`src/rtl/capture_if.sv`:
```
// Host-command / sample / FIFO bundle for the capture sequencer.
// The master drives commands, samples and FIFO status; the slave is capture_ctrl.
interface capture_if #(
  parameter int DATA_LEN = 32
);
  logic                cmd_valid;
  logic [DATA_LEN-1:0] cmd_data;
  logic [DATA_LEN-1:0] sample_in;
  logic                fifo_full;
  logic                fifo_push_n;
  logic [DATA_LEN-1:0] fifo_data;
  logic                capture_busy;
  logic [DATA_LEN-1:0] status;

  modport master (
    output cmd_valid, cmd_data, sample_in, fifo_full,
    input  fifo_push_n, fifo_data, capture_busy, status
  );

  modport slave (
    input  cmd_valid, cmd_data, sample_in, fifo_full,
    output fifo_push_n, fifo_data, capture_busy, status
  );
endinterface

```
`src/rtl/capture_ctrl.sv`:
```
// Capture sequencer: host command decode, rate divider, masked trigger and FIFO push gating.
// Optional macro CAPTURE_TRIG_EDGE_EN selects a rising-match trigger instead of a level trigger.
module capture_ctrl #(
  parameter int DATA_LEN = 32,
  parameter int TRIG_W   = 16,
  parameter int CNT_W    = 24
) (
  input  logic     clk,
  input  logic     rst_n,
  capture_if.slave bus
);

  localparam logic [DATA_LEN-1:0] START_WORD = 32'h1111_1111;
  localparam logic [DATA_LEN-1:0] STOP_WORD  = '0;
  localparam logic [7:0] OP_DIV   = 8'hA1;
  localparam logic [7:0] OP_COUNT = 8'hA2;
  localparam logic [7:0] OP_VAL   = 8'hA3;
  localparam logic [7:0] OP_MASK  = 8'hA4;

  typedef enum logic [1:0] {
    IDLE    = 2'd0,
    ARMED   = 2'd1,
    CAPTURE = 2'd2,
    DONE    = 2'd3
  } state_t;

  state_t state, state_nxt;

  logic [CNT_W-1:0]    div, count, remaining, div_cnt;
  logic [TRIG_W-1:0]   trig_val, trig_mask;
  logic                overflow, done;
  logic                vld_p1;
  logic [DATA_LEN-1:0] data_p1;

  logic cfg_ok, running, cmd_start, cmd_stop, strobe, match, trig_hit;
  logic start_go, take, push_ok, ovf_hit, last_push;
  logic [7:0] opcode;

  assign cfg_ok    = (state == IDLE) || (state == DONE);
  assign running   = (state == ARMED) || (state == CAPTURE);
  assign cmd_start = bus.cmd_valid && (bus.cmd_data == START_WORD);
  assign cmd_stop  = bus.cmd_valid && (bus.cmd_data == STOP_WORD);
  assign opcode    = bus.cmd_data[DATA_LEN-1 -: 8];
  assign strobe    = running && (div_cnt == div);
  assign match     = ((bus.sample_in[TRIG_W-1:0] ^ trig_val) & trig_mask) == '0;

`ifdef CAPTURE_TRIG_EDGE_EN
  // Match seen on the previous ARMED strobe; START presets it so the first strobe cannot fire.
  logic prev_match;
  assign trig_hit = match && !prev_match;

  always_ff @(posedge clk or negedge rst_n) begin
    if (!rst_n)
      prev_match <= 1'b0;
    else if (start_go)
      prev_match <= 1'b1;
    else if (state == ARMED && strobe && !cmd_stop)
      prev_match <= match;
  end
`else
  assign trig_hit = match;
`endif

  always_ff @(posedge clk or negedge rst_n) begin
    if (!rst_n) state <= IDLE;
    else        state <= state_nxt;
  end

  // STOP outranks everything; START outranks a coincident strobe.
  always_comb begin
    state_nxt = state;
    start_go  = 1'b0;
    take      = 1'b0;
    if (cmd_stop) begin
      state_nxt = IDLE;
    end else if (cmd_start && cfg_ok) begin
      state_nxt = ARMED;
      start_go  = 1'b1;
    end else if (strobe) begin
      case (state)
        ARMED: if (trig_hit) begin
          state_nxt = CAPTURE;
          take      = 1'b1;
        end
        CAPTURE: take = 1'b1;
        default: ;
      endcase
    end
    push_ok   = take && !bus.fifo_full;
    ovf_hit   = take && bus.fifo_full;
    last_push = push_ok && (count != '0) && (remaining == CNT_W'(1));
    if (last_push) state_nxt = DONE;
  end

  // p0 -> p1: strobe decision registered into the FIFO write
  always_ff @(posedge clk or negedge rst_n) begin
    if (!rst_n) begin
      vld_p1    <= 1'b0;
      data_p1   <= '0;
      div       <= '0;
      count     <= '0;
      trig_val  <= '0;
      trig_mask <= '0;
      remaining <= '0;
      div_cnt   <= '0;
      overflow  <= 1'b0;
      done      <= 1'b0;
    end else begin
      vld_p1 <= push_ok;
      if (push_ok) data_p1 <= bus.sample_in;

      if (start_go) begin
        overflow  <= 1'b0;
        done      <= 1'b0;
        remaining <= count;
        div_cnt   <= '0;
      end else begin
        if (running) div_cnt <= strobe ? '0 : div_cnt + CNT_W'(1);
        if (ovf_hit) overflow <= 1'b1;
        if (push_ok && count != '0) remaining <= remaining - CNT_W'(1);
        if (last_push) done <= 1'b1;
      end

      if (bus.cmd_valid && cfg_ok) begin
        case (opcode)
          OP_DIV:   div       <= bus.cmd_data[CNT_W-1:0];
          OP_COUNT: count     <= bus.cmd_data[CNT_W-1:0];
          OP_VAL:   trig_val  <= bus.cmd_data[TRIG_W-1:0];
          OP_MASK:  trig_mask <= bus.cmd_data[TRIG_W-1:0];
          default:  ;
        endcase
      end
    end
  end

  assign bus.fifo_push_n  = ~vld_p1;
  assign bus.fifo_data    = data_p1;
  assign bus.capture_busy = running;
  assign bus.status       = {overflow, done, state, 4'b0000, remaining};

endmodule
```
`src/flat_wrapper.sv`:
```
// flat-port wrapper written by rule: the top's interface ports become plain ports
module capture_ctrl_flat 
#(
  parameter int DATA_LEN = 32,
  parameter int TRIG_W   = 16,
  parameter int CNT_W    = 24
)
  (clk, rst_n, bus_cmd_valid, bus_cmd_data, bus_sample_in, bus_fifo_full, bus_fifo_push_n, bus_fifo_data, bus_capture_busy, bus_status);
  capture_if #(.DATA_LEN(DATA_LEN)) bus_i ();
  input  logic clk;
  input  logic rst_n;
  input wire logic [$bits(bus_i.cmd_valid)-1:0] bus_cmd_valid;
  input wire logic [$bits(bus_i.cmd_data)-1:0] bus_cmd_data;
  input wire logic [$bits(bus_i.sample_in)-1:0] bus_sample_in;
  input wire logic [$bits(bus_i.fifo_full)-1:0] bus_fifo_full;
  output wire logic [$bits(bus_i.fifo_push_n)-1:0] bus_fifo_push_n;
  output wire logic [$bits(bus_i.fifo_data)-1:0] bus_fifo_data;
  output wire logic [$bits(bus_i.capture_busy)-1:0] bus_capture_busy;
  output wire logic [$bits(bus_i.status)-1:0] bus_status;
  assign bus_i.cmd_valid = bus_cmd_valid;
  assign bus_i.cmd_data = bus_cmd_data;
  assign bus_i.sample_in = bus_sample_in;
  assign bus_i.fifo_full = bus_fifo_full;
  assign bus_fifo_push_n = bus_i.fifo_push_n;
  assign bus_fifo_data = bus_i.fifo_data;
  assign bus_capture_busy = bus_i.capture_busy;
  assign bus_status = bus_i.status;
  capture_ctrl #(.DATA_LEN(DATA_LEN), .TRIG_W(TRIG_W), .CNT_W(CNT_W)) u_core (.clk(clk), .rst_n(rst_n), .bus(bus_i));
endmodule
```
`config.mk`:
```
export PLATFORM = sky130hd
export DESIGN_NAME = capture_ctrl_flat
export DESIGN_NICKNAME = d
export VERILOG_FILES = /design/src/rtl/capture_if.sv /design/src/rtl/capture_ctrl.sv /design/src/flat_wrapper.sv
export SDC_FILE = /design/constraint.sdc
export NUM_CORES = 1
export LEC_CHECK = 0
export CAP_MARGIN = 0
export CORE_ASPECT_RATIO = 1.1
export CORE_MARGIN = 5
export CORE_UTILIZATION = 35
export CTS_CLUSTER_DIAMETER = 50
export DETAILED_ROUTE_END_ITERATION = 10
export PLACE_DENSITY = 0.66
export RECOVER_POWER = 25
export SYNTH_ARGS = -nofsm -noshare
export SYNTH_HDL_FRONTEND = slang
export SYNTH_SLANG_ARGS = --single-unit
```
`constraint.sdc`:
```
create_clock -name clk -period 6.45 [get_ports clk]
set_clock_uncertainty 0.2 [all_clocks]
set_input_delay 0.645 -clock clk [delete_from_list [all_inputs] [get_ports clk]]
set_output_delay 0.645 -clock clk [all_outputs]
set_load 0.02 [all_outputs]
```
==> results of run 1 <==
power by group:
| group | total, uW | switching (uW) | internal [uW] |
|---|---|---|---|
| Combinational | 136 | 69.9 | 65.8 |
| Clock | 1040 | 416 | 620 |
| Sequential | 1050 | 5.56 | 1050 |
layer usage:
metal | global-route usage (%) | wire length [um]
met3 | 3.88 | 999
met1 | 19.9 | 8330
met2 | 25.5 | 9570
met5 | 0 | 0
met4 | 5.51 | 395
stage by stage:
step / power [uW] / instances / util (%) / area [sq um] / hold WS [ns]
after floorplan: 1100 / 659 / - / 7750 / 0.149
after global placement: 1210 / 1057 / 42.5 / 9330 / 0.287
after global routing: 2300 / 1089 / 45.2 / 9920 / 0.166
after detailed placement: 1210 / 1057 / 42.5 / 9330 / 0.288
after CTS: 2250 / 1089 / 45.2 / 9920 / 0.144
final: 2220 / 1089 / 45.2 / 9920 / 0.0996
cell usage in the layout (no fill, tap or decap), drive strengths merged, types with 8 or more instances in the layout:
master         count
a21oi              8
mux2             114
nor2              48
clkbuf            21
nor4              21
inv               13
nand4             36
o21ai             20
nand2             42
xor2              76
dfrtp            165
nand3             14
clkdlybuf4s50    128
nor3              16
logic make-up (layout without fill, tap and decap cells):
group / Yosys count / after routing / share of synthesized area (%)
other: 1 / 4 / 0.0484
AO/OA/AOI/OAI: 43 / 43 / 3.93
flip-flops: 165 / 165 / 53.3
multiplexers: 115 / 115 / 16.7
buffers and inverters: 42 / 177 / 2.52
adder cells (fa/ha/maj): 5 / 5 / 0.808
XOR/XNOR: 83 / 83 / 9.39
AND/OR/NAND/NOR: 202 / 202 / 13.3
worst paths after layout:
check	start	end	slack (ns)
max	u_core.state[0]	u_core.bus.fifo_data[12]	2.68
min	rst_n	u_core.vld_p1	0.1
max reg2reg	u_core.state[0]	u_core.bus.fifo_data[12]	2.68
min reg2reg	u_core.count[1]	u_core.remaining[1]	0.30
max in group asynchronous	rst_n	u_core.remaining[22]	4.54
min in group clk	u_core.count[1]	u_core.remaining[1]	0.30
registers in the layout, summed over array words and instances, names as in the netlist, 2 cells and up:
signal	cells
u_core.state	2
u_core.div_cnt	24
u_core.div	24
u_core.bus.fifo_data	32
u_core.trig_mask	16
u_core.trig_val	16
u_core.count	24
u_core.remaining	24
layout make-up:
class	instances	area [sq um]
Inverter	11	41.3
Clock inverter	11	149
Timing Repair Buffer	134	1330
Sequential cell	165	4130
Multi-Input combinational cell	452	3460
Tap cell	295	369
Clock buffer	21	450
Fill cell	2096	12000
==> results.tsv, run 1 <==
metric	value	unit
endpoint_kind	flip-flop	
setup_ws	2.68	ns
ys_ff_latch	165	
io_pins	134	
post-dp-hpwl	14200	um
leakagePower	0.00462	uW
crit_fanout	33	
cp.depth	10	
path_buf_inv	2	
path_class	flip-flop to flip-flop	
setup_violations	0	
drive_gt1_share	20.2	%
chipHeight	166	um
drt_iter0_markers	323	
slew_viol_final	0	
cp-start-kind	flip-flop	
core	0.0220	sq mm
nets	854	
cts_resized	0	
cts.sinks	165	
grt-ovfl-total	0	
yosys.cell_types.count	36	
slew_headroom	17.3	%
finalCritPeriodShare	58.5	%
wl	19300	um
crit_arrival	3.89	ns
synthTopCellsByArea	dfrtp_1, mux2_2, xor2_1, nand4_1, nor2_1	
portBuffers	129	
min_path_type	primary input to asynchronous set/reset pin	
syn_to_final_growth	28.2	%
min_period	3.77	ns
synth_commonest_cells	dfrtp_1, mux2_2, xor2_1	
clk_pin_slew	0.06	ns
cts_buffers	17	
cts_hold_buf	0	
clock_path_buffers	2	
antenna_left	0	
clock_latency	0.43	ns
p_per_area	224	mW/mm^2
max_freq	265	MHz
maxCapViolCount	0	
grt_antenna_before_repair	0	
yosys.area.top_type	dfrtp_1	
rsz0062_at_grt	false	
globalplace.congestion	0.826	
initial_utilization	35.3	%
ys_warn_count	0	
grt_pass1_wl	31100	um
cpMaxStageDelayCell	nor2b_4	
root_buffer	clkbuf_16	
die_w	152	um
outcome	finished clean	
ys.flop_type	dfrtp_1	
cp_cell_sequence	inv_1 -> ha_1 -> nand4_1 -> or3_1 -> nand2_1 -> a211oi_2 -> buf_4 -> and2_1 -> nor2b_4 -> mux2_2	
seq_area_frac_synth	53.3	%
row_count	57	
grt_usage	15.5	%
worstPathRequired	6.56	ns
finalHoldViolations	0	
cts_tree	yes	
wl_per_cell	17.7	um
yosys.cell_count.top_type	dfrtp_1	
irDropWorstVdd	0.000129	V
drc_errors	0	
tns	0	ns
grt_pass1_vias	5478	
die_area	0.0252	sq mm
avgViaCountPerCell	5.00	
synth_top_cell_area_share	53.3	%
syn_inst	656	
crit_family	simple AND/OR/NAND/NOR gates	
worstMarginPinSlew	1.23	ns
insertedDiodeCount	0	
synth_edf_count	0	
avgSynthCellArea	11.8	sq um
async_flop_share	100	%
reg2regPathDepth	10	
netlist_area	0.00774	sq mm
max_stage_delay	0.78	ns
preCtsSetupSlack	2.35	ns
postCtsSetupBuffers	0	
h-tree-depth	4	
grt_max_degree	97	
drt-pass1-iter-count	5	
vias	5450	
No activity file was read; power rests on OpenSTA's default activity.
==> run 2, diff against run 1 <==
- clock period: 6.45 -> 3.9 ns (I/O delays scaled with it)
==> results.tsv, run 2 (synthesis results as in run 1) <==
metric	value	unit
outcome	finished with violations	
violations	capacitance limit, slew limit	
globalplace.congestion	0.858	
cts_buffers	17	
clock_latency	0.43	ns
largest_reg_flops	32	
die_w	152	um
min_period	3.27	ns
clock_path_buffers	2	
slew_headroom	-27.5	%
post-route-cell-area	0.0100	sq mm
path_common_cell	buf_4	
wl	19900	um
antenna_left	0	
crit_arrival	3.38	ns
power	3640	uW
drt-pass1-iter-count	5	
root_buffer	clkbuf_16	
reg2regPathDepth	10	
initial_utilization	35.3	%
finalHoldViolations	0	
insertedDiodeCount	0	
cts.sinks	165	
cp.depth	10	
crit_fanout	33	
postCtsSetupBuffers	0	
p_per_area	363	mW/mm^2
finalCritPeriodShare	83.7	%
vias	5521	
cpMaxStageDelayCell	dfrtp_1	
slew_viol_final	80	
syn_to_final_growth	29.4	%
endpoint_kind	flip-flop	
grt-ovfl-total	0	
crit_family	simple AND/OR/NAND/NOR gates	
grt_pass1_wl	32400	um
worstMarginPinSlew	1.91	ns
io_pins	134	
cts_tree	yes	
chipHeight	166	um
leakagePower	0.00469	uW
mostFrequentLayoutCell	dfrtp_1	
drive_gt1_share	21.8	%
post-dp-hpwl	14700	um
mostFrequentLayoutCells	dfrtp_1, clkdlybuf4s50_1, mux2_2, xor2_1, nor2_1	
cp_cell_sequence	inv_1 -> ha_1 -> buf_4 -> nor2_1 -> nand4_1 -> a211oi_2 -> and2_1 -> nor2b_4 -> buf_4 -> mux2_2	
wl_per_cell	18.0	um
clk_pin_slew	0.07	ns
core	0.0220	sq mm
portBuffers	129	
place_area	0.00944	sq mm
drt_iter0_markers	233	
row_count	57	
grt_antenna_before_repair	0	
rsz0062_at_grt	false	
irDropWorstVdd	0.000258	V
grt_max_degree	80	
path_buf_inv	3	
die_area	0.0252	sq mm
grt_pass1_vias	5677	
cp-start-kind	flip-flop	
grt_usage	16.1	%
min_path_type	primary input to asynchronous set/reset pin	
worstPathRequired	4.02	ns
nets	869	
path_class	flip-flop to flip-flop	
maxCapViolCount	1	
setup_violations	0	
max_stage_delay	0.42	ns
h-tree-depth	4	
drc_errors	0	
max_freq	306	MHz
tns	0	ns
avgViaCountPerCell	5.00	
-- run 2: changes by cell type in the layout (fill, tap and decap cells not counted), sizes merged --
cell         delta
clkinv          -1
clkbuf          +1
buf            +13
clkinvlp        -1
inv             +4
dlygate4sd3     +1
bufinv          -2
-- run 2: worst register-to-register path, cell delays in order (launching register included) --
cell	delay [ns]
dfrtp_1	0.42
inv_1	0.07
ha_1	0.32
buf_4	0.21
nor2_1	0.14
nand4_1	0.18
a211oi_2	0.34
and2_1	0.29
nor2b_4	0.17
buf_4	0.40
mux2_2	0.42
-- run 2: per-stage QoR --
stage               worst slack [ns]  std cells  util (%)  hold slack [ns]
floorplan                      0.909        659         -           -0.106
global placement               0.404       1071      43.0            0.157
detailed placement             0.362       1071      43.0            0.155
CTS                            0.629       1104      45.7            0.254
global route                   0.427       1104      45.6            0.302
finish                         0.634       1104      45.6            0.245
-- run 2: repair_timing --
action	CTS	global route
hold buffers	1	0
gates resized for setup	0	0
hold endpoints to repair	45	0
-- run 2: power breakdown --
part           switching [uW]  internal (uW)
sequential               9.17           1730
combinational             117            114
clock                     725            945
-- run 2: final cells by class --
cell class,count,area [sq um]
Timing Repair Buffer,149,1440
Inverter,11,41.3
Clock buffer,21,470
Sequential cell,165,4130
Tap cell,295,369
Clock inverter,11,113
Fill cell,2034,11900
Multi-Input combinational cell,452,3460
-- run 2: path summary, 6_finish.rpt --
check | start | to | slack, ns
setup / recovery | u_core.state[0] | u_core.bus.fifo_data[13] | 0.63
hold / removal | rst_n | u_core.vld_p1 | 0.24
setup reg to reg | u_core.state[0] | u_core.bus.fifo_data[13] | 0.63
hold reg to reg | u_core.overflow | u_core.overflow | 0.30
max in group asynchronous | rst_n | u_core.count[23] | 1.03
min in group clk | u_core.overflow | u_core.overflow | 0.30
-- run 2: metal layers --
metal  vias up  GRT usage, %  share of wire, %
met5         -             0                 0
met4         0          4.50               1.3
met3        18          3.54               5.0
met2       145          26.5                50
met1      2764          21.4                44
li1       2594             -                 -
